**src/rtl/mem_arbiter.sv**
```systemverilog
// Shared instruction/data memory arbiter: round-robin grant between fetch and
// data requesters, fixed-latency access sequencing, registered ack and read data.
module mem_arbiter #(
  parameter int ADDR_W  = 32,
  parameter int DATA_W  = 32,
  parameter int LATENCY = 2
) (
  input  logic              clock,
  input  logic              reset,
  input  logic              if_req,
  input  logic [ADDR_W-1:0] if_addr,
  output logic              if_ack,
  output logic [DATA_W-1:0] if_rdata,
  input  logic              dm_req,
  input  logic              dm_we,
  input  logic [ADDR_W-1:0] dm_addr,
  input  logic [DATA_W-1:0] dm_wdata,
  output logic              dm_ack,
  output logic [DATA_W-1:0] dm_rdata,
  output logic [ADDR_W-1:0] mem_addr,
  output logic [DATA_W-1:0] mem_wdata,
  output logic              mem_we,
  input  logic [DATA_W-1:0] mem_rdata,
  output logic [1:0]        owner,
  output logic              busy
);
  // state   | meaning
  // IDLE    | nothing in flight; arbitrate incoming requests
  // ACCESS  | latched request on the memory; down-counting the read latency
  // RESPOND | one-cycle ack to the owner; requests ignored
  typedef enum logic [1:0] {IDLE = 2'd0, ACCESS = 2'd1, RESPOND = 2'd2} state_t;

  localparam logic [1:0] OWN_NONE  = 2'b00;
  localparam logic [1:0] OWN_FETCH = 2'b01;
  localparam logic [1:0] OWN_DATA  = 2'b10;
  localparam logic [3:0] CNT_LOAD  = 4'(LATENCY - 1);

  state_t     state;
  logic [3:0] cnt;
  logic       latchedWe;
  logic       lastOwnerData;
  logic       grantData;
  logic       grantFetch;

  // On a tie the requester that was not served last wins.
  assign grantData  = dm_req & (~if_req | ~lastOwnerData);
  assign grantFetch = if_req & ~grantData;
  assign busy       = (state != IDLE);

  always_ff @(posedge clock or posedge reset) begin
    if (reset) begin
      state         <= IDLE;
      cnt           <= 4'd0;
      latchedWe     <= 1'b0;
      lastOwnerData <= 1'b0;
      owner         <= OWN_NONE;
      if_ack        <= 1'b0;
      dm_ack        <= 1'b0;
      if_rdata      <= '0;
      dm_rdata      <= '0;
      mem_addr      <= '0;
      mem_wdata     <= '0;
      mem_we        <= 1'b0;
    end else begin
      if_ack <= 1'b0;
      dm_ack <= 1'b0;
      mem_we <= 1'b0;
      case (state)
        IDLE: begin
          if (grantData | grantFetch) begin
            state     <= ACCESS;
            cnt       <= CNT_LOAD;
            mem_addr  <= grantData ? dm_addr : if_addr;
            latchedWe <= grantData & dm_we;
            mem_we    <= grantData & dm_we;
            owner     <= grantData ? OWN_DATA : OWN_FETCH;
            if (grantData) mem_wdata <= dm_wdata;
          end
        end
        ACCESS: begin
          if (cnt == 4'd0) begin
            if (!latchedWe) begin
              if (owner == OWN_DATA) dm_rdata <= mem_rdata;
              else                   if_rdata <= mem_rdata;
            end
            lastOwnerData <= (owner == OWN_DATA);
            if_ack        <= (owner == OWN_FETCH);
            dm_ack        <= (owner == OWN_DATA);
            state         <= RESPOND;
          end else begin
            cnt <= cnt - 4'd1;
          end
        end
        RESPOND: begin
          owner <= OWN_NONE;
          state <= IDLE;
        end
        default: state <= IDLE;
      endcase
    end
  end
endmodule

```
**config.mk**
```make
export PLATFORM = sky130hd
export DESIGN_NAME = mem_arbiter
export DESIGN_NICKNAME = d
export VERILOG_FILES = /design/src/rtl/mem_arbiter.sv
export SDC_FILE = /design/constraint.sdc
export NUM_CORES = 1
export LEC_CHECK = 0
export BUFFER_PORTS_ARGS = -buffer_cell sky130_fd_sc_hd__buf_2
export CORE_UTILIZATION = 50
export CTS_CLUSTER_DIAMETER = 50
export DETAILED_ROUTE_END_ITERATION = 6
export PLACE_DENSITY = 0.85
export SYNTH_ARGS = -nofsm -noshare
export SYNTH_HDL_FRONTEND = slang
export SYNTH_SLANG_ARGS = --single-unit
export TNS_END_PERCENT = 100
```
**constraint.sdc**
```tcl
create_clock -name clock -period 9.5 [get_ports clock]
set_input_delay 0.95 -clock clock [delete_from_list [all_inputs] [get_ports clock]]
set_output_delay 0.95 -clock clock [all_outputs]
set_load 0.01 [all_outputs]
```
==> run metrics <==
CP startpoint kind=flop; TritonCTS Buffers=17; Clk pwr share=22.8%; Slew @ Worst Pin=1.18 ns; DRC viols=0; largest net degree at the start of global routing=72; die width=110 µm; Slew headroom=21.5%; IO Pins=267; Critical-path top delay cell=nor2_4; final setup violation count=0; status=finished clean; routed len/inst=18.1 µm; later-pin clock latency in the skew report=0.41 ns; drt total wl=14300 µm; CP cell instances=nor2_4, inv_1, buf_2; Int Power=1.89 mW; Synth cell types=37; port bufs=266; share of layout cells above drive strength 1=61.5%; Min Clock Period, post-route=2.73 ns; Iter 0 DRT Violations=264; Synth-to-Final Area Change=33.9%; Placed Area=0.00715 mm²; clk sinks=141; PostCTS Resize Cnt=0; Max Slew Vio Count=0; RSZ-0062 raised after global routing=no; # hold bufs at CTS=0; Min-Delay Path Class=flop to flop; IR drop worst, VDD=222 µV; grt ovf=0; CP required=8.55 ns; MaxCap Viol Count=0; Max Clk Rate=366 MHz; DRT antenna net count=0; DIE AREA=0.0120 mm²; total track usage=23.1%; LEAKAGE=4.11 nW; WS Path Type=flop to output port; DR vias/cell=5.37; Yosys reg bits=141; Final Skew=0.0116 ns; CTS tree=yes; dpl hpwl=10500 µm; Mapped Cells=376; routability cong.=0.828; global-route wire length before repair=21100 µm; vias=4253; slowest stage delay, CP=0.56 ns; # diodes=0; vias in the first global route=4326; H-Tree Depth=4; die height=110 µm; Avg Cell Area, Syn=15.4 µm²; final hold violations=0; core area=0.0110 mm²; post-CTS setup repair buffer count=0; CP max FO=37; Post-Syn Nets=511; yosys warns=0; Switching Share=33.9%; DRT Pass-1 Iters=4; CP endpoint kind=output port; Worst Path Buf+Inv=2; final worst-path cycle share=28.7%; Total Negative Setup Slacks=0 ns; Fill cells=740; Clock Tree Buf Depth=2; clk slew on worst S/H paths=0.06 ns; PwrDens=369 mW/mm²; Critical Path AT=1.78 ns; sequential area share after synthesis=61.1%; Initial Utilization=52.4%; clk root buf=clkbuf_16; FP Rows=38; Seq pwr share=37.9%; Top delay family on crit path=simple AND/OR/NAND/NOR gates; initial antenna violation count=0; post-route cell area=0.00774 mm²; Nets=774; logic gate share of total power=39.3%; Cell Area, Synth=0.00578 mm²; Sw Pwr=0.966 mW
[registers in the layout, summed over array words and instances, names as in the netlist]
| signal | cells |
|---|---|
| dm_rdata | 32 |
| if_rdata | 32 |
| mem_addr | 32 |
| mem_wdata | 32 |
| cnt | 4 |
| owner | 2 |
| state | 2 |
| dm_ack | 1 |
| if_ack | 1 |
| lastOwnerData | 1 |
| latchedWe | 1 |
| mem_we | 1 |
[worst register-to-register path: cells and delay by family (launching register included)]
kind / cells / cell delay, ns
DFF: 1 / 0.49
and+or+nand+nor: 2 / 1.61
AOI/OAI and AO/OA: 1 / 0.32
[routing by layer]
metal  wire (µm)  track usage, %
met5           0               0
met4         295            9.14
met3        1150            6.28
met1        5500            26.5
met2        7380            40.9
[power groups by stage]
stage	registers (mW)	clock network, mW	logic (mW)
global placement	1.06	0	1.09
global route	1.11	0.688	1.21
floorplan	1.19	0	0.582
finish	1.08	0.649	1.12
detailed placement	1.09	0	1.13
CTS	1.08	0.658	1.13
[cells in the mapped netlist (all sizes together)]
cell,n,area [µm²]
dfrtp,141,3530
mux2,96,1210
and3,34,213
a221o,32,320
buf,15,121
clkbuf,9,33.8
o21ai,7,35.0
nor2,6,30.0
inv,5,18.8
a21o,3,22.5
nand2,3,13.8
nand2b,3,18.8
and2b,2,16.3
ha,2,25.0
nand3,2,10.0
nor3,2,10.0
nor3b,2,15.0
a211oi,1,7.51
a21boi,1,18.8
a21oi,1,5.00
mux2i,1,10.0
nand3b,1,7.51
nand4,1,21.3
nand4b,1,23.8
nor4,1,6.26
o311ai,1,8.76
or2b,1,7.51
or3b,1,8.76
or4b,1,10.0
[worst paths after layout]
kind / cells past startpoint / start / slack, ns / endpoint
worst max-delay path: 3 / state[0] / 6.77 / busy
worst min-delay path: 1 / mem_wdata[2] / 0.50 / mem_wdata[2]
worst max register to register: 3 / state[0] / 7.01 / mem_addr[10]
worst min register to register: 1 / mem_wdata[2] / 0.50 / mem_wdata[2]
max in group asynchronous: 3 / reset / 7.51 / mem_wdata[8]
min in group asynchronous: 2 / reset / 0.64 / mem_wdata[13]
[placed cells by master, fill, tap and decap left out, types with 2 or more instances in the layout]
master / netlist / layout
inv_6: 0 / 2
o21ai_0: 6 / 6
nand3_1: 2 / 2
clkinv_4: 0 / 2
nand2b_1: 3 / 3
bufinv_16: 0 / 2
nor3b_1: 2 / 2
dfrtp_1: 141 / 141
ha_1: 2 / 2
clkinvlp_4: 0 / 6
nor2_1: 5 / 5
clkbuf_16: 0 / 17
a21o_1: 3 / 3
mux2_4: 35 / 35
mux2_2: 57 / 57
nand2_1: 2 / 2
mux2_1: 4 / 4
buf_4: 1 / 2
nor3_1: 2 / 2
inv_1: 5 / 4
clkinv_2: 0 / 2
buf_2: 7 / 266
and3_1: 34 / 34
a221o_1: 32 / 32
[per-stage QoR]
step / worst slack [ns] / instances / power, mW / hold slack [ns] / utilization, %
after floorplan: 4.77 / 376 / 1.77 / 0.450 / -
after global placement: 6.66 / 760 / 2.16 / 0.471 / 64.9
after detailed placement: 6.56 / 760 / 2.21 / 0.488 / 64.9
after CTS: 6.77 / 792 / 2.87 / 0.503 / 70.2
after global routing: 6.65 / 792 / 3.01 / 0.509 / 70.2
final: 6.77 / 792 / 2.85 / 0.498 / 70.2
[logic make-up (layout without fill, tap and decap cells)]
| logic type | count (synthesis) | after routing | share of synthesized area, % |
|---|---|---|---|
| fa+ha+maj | 2 | 2 | 0.433 |
| buf+inv | 29 | 305 | 3.01 |
| compound gates | 46 | 46 | 7.23 |
| flops | 141 | 141 | 61.1 |
| mux | 97 | 97 | 21.2 |
| simple gates | 61 | 61 | 7.12 |
[area by class of cell]
type | instances | area, µm² | area share, %
Multi-Input combinational cell | 206 | 2080 | 26.9
Sequential cell | 141 | 3530 | 45.6
Inverter | 5 | 23.8 | 0.307
Timing Repair Buffer | 268 | 1350 | 17.4
Clock inverter | 13 | 141 | 1.83
Tap cell | 140 | 175 | 2.26
Clock buffer | 19 | 443 | 5.72
No activity file was read; power rests on OpenSTA's default activity.
